<file path="config.mk">
export PLATFORM = sky130hd
export DESIGN_NAME = tcm_lsu_port_flat
export DESIGN_NICKNAME = d
export VERILOG_FILES = /design/src/rtl/tcm_lsu_port_if.sv /design/src/rtl/tcm_lsu_port.sv /design/src/flat_wrapper.sv
export SDC_FILE = /design/constraint.sdc
export NUM_CORES = 1
export LEC_CHECK = 0
export CORE_ASPECT_RATIO = 1.1
export CORE_MARGIN = 4
export CORE_UTILIZATION = 42
export DETAILED_ROUTE_END_ITERATION = 16
export PLACE_DENSITY = 0.88
export REMOVE_ABC_BUFFERS = 1
export SYNTH_ARGS = -nofsm -noshare
export SYNTH_HDL_FRONTEND = slang
export SYNTH_SLANG_ARGS = --single-unit
</file>
<file path="constraint.sdc">
create_clock -name clk_i -period 6.24 [get_ports clk_i]
set_clock_uncertainty 0.2 [all_clocks]
set_input_delay 0.936 -clock clk_i [delete_from_list [all_inputs] [get_ports clk_i]]
set_output_delay 0.936 -clock clk_i [all_outputs]
set_load 0.05 [all_outputs]
</file>
<file path="src/rtl/tcm_lsu_port_if.sv">
// Request/response channel and TCM port bundle for tcm_lsu_port.
// slave: the LSU port itself; master: the core/TCM side driving it.
interface tcm_lsu_port_if #(
  parameter int unsigned ADDR_WIDTH = 16
);
  logic                  req_valid_i;
  logic                  req_ready_o;
  logic [31:0]           req_addr_i;
  logic                  req_we_i;
  logic [1:0]            req_size_i;
  logic                  req_unsigned_i;
  logic [31:0]           req_wdata_i;
  logic                  resp_valid_o;
  logic                  resp_ready_i;
  logic [31:0]           resp_rdata_o;
  logic                  resp_err_o;
  logic [ADDR_WIDTH-1:0] mem_addr_o;
  logic [3:0]            mem_wr_o;
  logic [31:0]           mem_wdata_o;
  logic [31:0]           mem_rdata_i;

  modport slave (
    input  req_valid_i, req_addr_i, req_we_i, req_size_i, req_unsigned_i, req_wdata_i,
    input  resp_ready_i, mem_rdata_i,
    output req_ready_o, resp_valid_o, resp_rdata_o, resp_err_o,
    output mem_addr_o, mem_wr_o, mem_wdata_o
  );

  modport master (
    output req_valid_i, req_addr_i, req_we_i, req_size_i, req_unsigned_i, req_wdata_i,
    output resp_ready_i, mem_rdata_i,
    input  req_ready_o, resp_valid_o, resp_rdata_o, resp_err_o,
    input  mem_addr_o, mem_wr_o, mem_wdata_o
  );
endinterface

</file>
<file path="src/rtl/tcm_lsu_port.sv">
// Single-outstanding LSU-to-TCM port: byte-lane steering, registered-read capture, load extension.
// Define TCM_LSU_RANGE_CHECK_EN to flag addresses with non-zero bits above ADDR_WIDTH.
module tcm_lsu_port #(
  parameter int unsigned ADDR_WIDTH = 16
) (
  input logic            clk_i,
  input logic            rst_i,
  tcm_lsu_port_if.slave  bus
);

  typedef enum logic [1:0] {StIdle, StLive, StHold} state_e;

  state_e      r_state, w_state_d;
  logic [1:0]  r_off;
  logic [1:0]  r_size;
  logic        r_uns;
  logic        r_we;
  logic        r_err;
  logic [31:0] r_hold;

  logic        w_req_ready;
  logic        w_accept;
  logic        w_err;
  logic        w_range_err;
  logic [3:0]  w_be;
  logic [31:0] w_wdata;
  logic [31:0] w_raw;
  logic [31:0] w_sh;
  logic [31:0] w_fmt;

  assign w_req_ready = !rst_i && (r_state == StIdle || bus.resp_ready_i);
  assign w_accept    = bus.req_valid_i && w_req_ready;

`ifdef TCM_LSU_RANGE_CHECK_EN
  assign w_range_err = |bus.req_addr_i[31:ADDR_WIDTH];
`else
  assign w_range_err = 1'b0;
`endif

  assign w_err = (bus.req_size_i == 2'd3) ||
                 (bus.req_size_i == 2'd1 && bus.req_addr_i[0]) ||
                 (bus.req_size_i == 2'd2 && bus.req_addr_i[1:0] != 2'b00) ||
                 w_range_err;

  always_comb begin
    w_be    = 4'b1111;
    w_wdata = bus.req_wdata_i;
    case (bus.req_size_i)
      2'd0: begin
        w_be    = 4'b0001 << bus.req_addr_i[1:0];
        w_wdata = {4{bus.req_wdata_i[7:0]}};
      end
      2'd1: begin
        w_be    = 4'b0011 << bus.req_addr_i[1:0];
        w_wdata = {2{bus.req_wdata_i[15:0]}};
      end
      default: ;
    endcase
  end

  // TCM port is idle (all zero) unless a request is being accepted this cycle.
  assign bus.mem_addr_o  = w_accept ? {2'b00, bus.req_addr_i[ADDR_WIDTH-1:2]} : '0;
  assign bus.mem_wr_o    = (w_accept && bus.req_we_i && !w_err) ? w_be : 4'b0000;
  assign bus.mem_wdata_o = w_accept ? w_wdata : 32'h0;

  always_ff @(posedge clk_i) begin
    if (rst_i) begin
      r_state <= StIdle;
    end else begin
      r_state <= w_state_d;
    end
  end

  always_comb begin
    w_state_d = r_state;
    unique case (r_state)
      StIdle:  w_state_d = w_accept ? StLive : StIdle;
      StLive,
      StHold: begin
        if (bus.resp_ready_i) begin
          w_state_d = w_accept ? StLive : StIdle;
        end else begin
          w_state_d = StHold;
        end
      end
      default: w_state_d = StIdle;
    endcase
  end

  always_comb begin
    bus.req_ready_o  = w_req_ready;
    bus.resp_valid_o = (r_state != StIdle);
    bus.resp_err_o   = (r_state != StIdle) && r_err;
    bus.resp_rdata_o = (r_state != StIdle && !r_we && !r_err) ? w_fmt : 32'h0;
  end

  always_ff @(posedge clk_i) begin
    if (rst_i) begin
      r_off  <= 2'd0;
      r_size <= 2'd0;
      r_uns  <= 1'b0;
      r_we   <= 1'b0;
      r_err  <= 1'b0;
      r_hold <= 32'h0;
    end else begin
      if (w_accept) begin
        r_off  <= bus.req_addr_i[1:0];
        r_size <= bus.req_size_i;
        r_uns  <= bus.req_unsigned_i;
        r_we   <= bus.req_we_i;
        r_err  <= w_err;
      end
      // Read data is only valid in the LIVE cycle, so keep a copy for stalls.
      if (r_state == StLive) begin
        r_hold <= bus.mem_rdata_i;
      end
    end
  end

  assign w_raw = (r_state == StLive) ? bus.mem_rdata_i : r_hold;
  assign w_sh  = w_raw >> {r_off, 3'b000};

  always_comb begin
    w_fmt = w_sh;
    case (r_size)
      2'd0:    w_fmt = r_uns ? {24'h0, w_sh[7:0]} : {{24{w_sh[7]}}, w_sh[7:0]};
      2'd1:    w_fmt = r_uns ? {16'h0, w_sh[15:0]} : {{16{w_sh[15]}}, w_sh[15:0]};
      default: w_fmt = w_sh;
    endcase
  end

endmodule

</file>
<file path="src/flat_wrapper.sv">
// flat-port wrapper written by rule: the top's interface ports become plain ports
module tcm_lsu_port_flat 
#(
  parameter int unsigned ADDR_WIDTH = 16
)
  (clk_i, rst_i, bus_req_valid_i, bus_req_addr_i, bus_req_we_i, bus_req_size_i, bus_req_unsigned_i, bus_req_wdata_i, bus_resp_ready_i, bus_mem_rdata_i, bus_req_ready_o, bus_resp_valid_o, bus_resp_rdata_o, bus_resp_err_o, bus_mem_addr_o, bus_mem_wr_o, bus_mem_wdata_o);
  tcm_lsu_port_if #(.ADDR_WIDTH(ADDR_WIDTH)) bus_i ();
  input logic clk_i;
  input logic rst_i;
  input wire logic [$bits(bus_i.req_valid_i)-1:0] bus_req_valid_i;
  input wire logic [$bits(bus_i.req_addr_i)-1:0] bus_req_addr_i;
  input wire logic [$bits(bus_i.req_we_i)-1:0] bus_req_we_i;
  input wire logic [$bits(bus_i.req_size_i)-1:0] bus_req_size_i;
  input wire logic [$bits(bus_i.req_unsigned_i)-1:0] bus_req_unsigned_i;
  input wire logic [$bits(bus_i.req_wdata_i)-1:0] bus_req_wdata_i;
  input wire logic [$bits(bus_i.resp_ready_i)-1:0] bus_resp_ready_i;
  input wire logic [$bits(bus_i.mem_rdata_i)-1:0] bus_mem_rdata_i;
  output wire logic [$bits(bus_i.req_ready_o)-1:0] bus_req_ready_o;
  output wire logic [$bits(bus_i.resp_valid_o)-1:0] bus_resp_valid_o;
  output wire logic [$bits(bus_i.resp_rdata_o)-1:0] bus_resp_rdata_o;
  output wire logic [$bits(bus_i.resp_err_o)-1:0] bus_resp_err_o;
  output wire logic [$bits(bus_i.mem_addr_o)-1:0] bus_mem_addr_o;
  output wire logic [$bits(bus_i.mem_wr_o)-1:0] bus_mem_wr_o;
  output wire logic [$bits(bus_i.mem_wdata_o)-1:0] bus_mem_wdata_o;
  assign bus_i.req_valid_i = bus_req_valid_i;
  assign bus_i.req_addr_i = bus_req_addr_i;
  assign bus_i.req_we_i = bus_req_we_i;
  assign bus_i.req_size_i = bus_req_size_i;
  assign bus_i.req_unsigned_i = bus_req_unsigned_i;
  assign bus_i.req_wdata_i = bus_req_wdata_i;
  assign bus_i.resp_ready_i = bus_resp_ready_i;
  assign bus_i.mem_rdata_i = bus_mem_rdata_i;
  assign bus_req_ready_o = bus_i.req_ready_o;
  assign bus_resp_valid_o = bus_i.resp_valid_o;
  assign bus_resp_rdata_o = bus_i.resp_rdata_o;
  assign bus_resp_err_o = bus_i.resp_err_o;
  assign bus_mem_addr_o = bus_i.mem_addr_o;
  assign bus_mem_wr_o = bus_i.mem_wr_o;
  assign bus_mem_wdata_o = bus_i.mem_wdata_o;
  tcm_lsu_port #(.ADDR_WIDTH(ADDR_WIDTH)) u_core (.clk_i(clk_i), .rst_i(rst_i), .bus(bus_i));
endmodule
</file>
==> results.tsv <==
metric	value	unit
outcome	completed	
hold_path.class	flip-flop to flip-flop	
htree_levels	2	
wirelength	11700	um
cap_viol_max_count	0	
powerDensity	164	nW/um^2
cts_tree	yes	
numPortBuffers	172	
place_area	4960	sq um
tightest_slew	1.02	ns
holdPathStages	2	
yosysTopAreaCell	dfxtp_1	
synth_cell_types	43	
crit_top_cell	clkdlybuf4s50_1	
grt_max_degree	41	
grt-busiest-layer	met2	
ctsHoldBuffers	0	
cts.sinks	41	
r2r-start	u_core.r_state[1]	
dp_hpwl	8780	um
max_stage_delay	0.86	ns
synthCells	422	
setup_viol	0	
endpoint_kind	output port	
antenna_found_initial	1	
wire_per_inst	17.5	um
synth_enable_flop_cells	0	
cts-buffers-inserted	5	
synth_top_cell_area_share	0.249	
num_rows	33	
core_area	7560	sq um
hp-start	u_core.r_we	
rsz0062_at_grt	false	
post-route-drc-count	0	
globalplace.congestion	0.852	
track_usage	0.246	
grt_overflow	0	
synth.avg_cell_area	7.81	sq um
crit_path_start_kind	input port	
yosys_warnings	0	
die_width	92.4	um
reg2reg_depth	6	
start_util	0.436	
fin_crit	4.97	ns
dieArea	9330	sq um
grt_pass1_wl	18400	um
crit_chain	clkdlybuf4s50_1 > o21ba_2 > nand2_1 > a21oi_1 > clkdlybuf4s50_1	
use_met2	0.451	
dr.pass1.iters	5	
worstPathArrival	3.83	ns
hold_viol	0	
crit_type	input port to output port	
synth_seq_cells	41	
cts_root_buf	clkbuf_8	
vias	3709	
relSlewSlack	0.320	
grt_use_met3	0.0963	
grt_pass1_vias	3740	
holdPathEnd	u_core.r_we	
cp.required	5.10	ns
ioPinCount	191	
async_flop_share	0	
synth_area_leaders	dfxtp_1 (25%), mux2i_1 (14%), mux4_2 (6.8%), nor2_1 (6.6%), nand2_1 (4.9%)	
path_clk_slew	0.07	ns
via_per_inst	5.56	
p_leak	1.89	nW
setup_tns	0	ns
final_layout_size_suffix_gt1_frac	0.0623	
cts_buffer_depth	2	
path_max_fanout	32	
ant_nets	0	
cts-resized-gates	0	
finalMaxSlewViolations	0	
cts_setup_buffers	0	
clk_latency	0.29	ns
ir_drop	0.0984	mV
grt_use_met1	0.266	
regToRegSetupSlack	3.69	ns
rr_endpoint	u_core.r_err	
max_freq	201	MHz
finalInstanceArea	5040	sq um
finalCritPeriodShare	0.796	
syn_area	3290	sq um
slowest_stage	clkdlybuf4s50_1	
layout.nets	670	
diodes	0	
synth_flop_cell	dfxtp_1	
die_y	101	um
dr.first_iter.drc_count	211	
area_delta_synth_final	52.9	%
yosysSeqAreaShare	0.249	
sequential cells by signal, summed over array words and instances (netlist names):
signal and count:
u_core.r_err 1, u_core.r_hold 32, u_core.r_off 2, u_core.r_size 2, u_core.r_state 2, u_core.r_uns 1, u_core.r_we 1
layer usage:
| metal | routed length (um) | vias to the layer above |
|---|---|---|
| met1 | 4140 | 1715 |
| met4 | 167 | 2 |
| met2 | 5900 | 210 |
| met3 | 1450 | 20 |
| li1 | - | 1762 |
| met5 | 8 | - |
where the power goes:
part / total [mW] / switching, mW / internal (mW) / leakage (nW)
Clock: 0.162 / 0.0883 / 0.0737 / 0.0399
Sequential: 0.293 / 0.0158 / 0.277 / 0.335
Combinational: 0.369 / 0.208 / 0.161 / 1.52
synthesized netlist by cell type (all sizes together) (12+ instances only):
library cell  number
mux2i             45
o21ai             17
dfxtp             41
nand2             44
nor2              58
a21o              15
buf               20
a31oi             16
and3              22
nand2b            12
clkbuf            23
a21oi             29
worst max-delay path by stage:
stage                from                   to  slack (ns)  cells past startpoint
finish              rst_i  bus_mem_wdata_o[13]        1.27                      5
global route        rst_i  bus_mem_wdata_o[13]        1.05                      5
CTS                 rst_i  bus_mem_wdata_o[13]        1.27                      5
detailed placement  rst_i  bus_mem_wdata_o[13]        1.27                      5
global placement    rst_i  bus_mem_wdata_o[13]        1.30                      5
floorplan           rst_i      bus_mem_wr_o[0]        0.69                      4
worst max-delay path, delay by kind of cell:
kind	cells	cell delay, ns
buf+inv	2	1.30
compound gates	2	0.88
simple gates	1	0.70
per-stage QoR:
step           setup WS, ns  utilization  hold WS, ns  power [mW]  std cells
6_report               1.27        0.667        0.276       0.824        667
5_1_grt                1.05        0.667        0.316       0.863        667
4_1_cts                1.27        0.667        0.276       0.825        667
3_5_place_dp           1.27        0.657        0.265       0.665        661
3_3_place_gp           1.30        0.657        0.256       0.658        661
2_1_floorplan         0.693            -        0.240       0.515        380
area by class of cell:
cell class              instances  area (sq um)
inverters                       6          22.5
well taps                     105           131
multi-input cells             333          2240
repair buffers                176          1750
flip-flops and latches         41           821
clock inverters                 1          5.00
fillers                       619          2520
clock buffers                   5          68.8
cells by family (layout without fill, tap and decap cells):
group / count (synthesis) / count (layout) / synth area share
AO/OA/AOI/OAI: 90 / 90 / 0.169
XOR/XNOR: 2 / 2 / 0.00532
adder cells (fa/ha/maj): 3 / 3 / 0.0114
buffers and inverters: 49 / 188 / 0.0741
flip-flops: 41 / 41 / 0.249
multiplexers: 66 / 66 / 0.244
other: 1 / 2 / 0.00114
AND/OR/NAND/NOR: 170 / 170 / 0.246
placed cells by master (no fill, tap or decap), drive strengths merged, types with 2 or more instances in the layout:
cell type / n
a21oi: 29
nor2: 58
a31oi: 16
dfxtp: 41
mux4: 10
clkinv: 2
and3: 22
and2: 2
conb: 2
inv: 5
o21ai: 17
nor3: 8
mux2i: 45
nand3b: 5
mux2: 11
nor2b: 5
o31ai: 2
nand3: 8
buf: 4
clkbuf: 5
or2b: 2
nand2b: 12
clkdlybuf4s50: 172
ha: 3
nand2: 44
a21o: 15
o22a: 7
No activity file was read; power rests on OpenSTA's default activity.
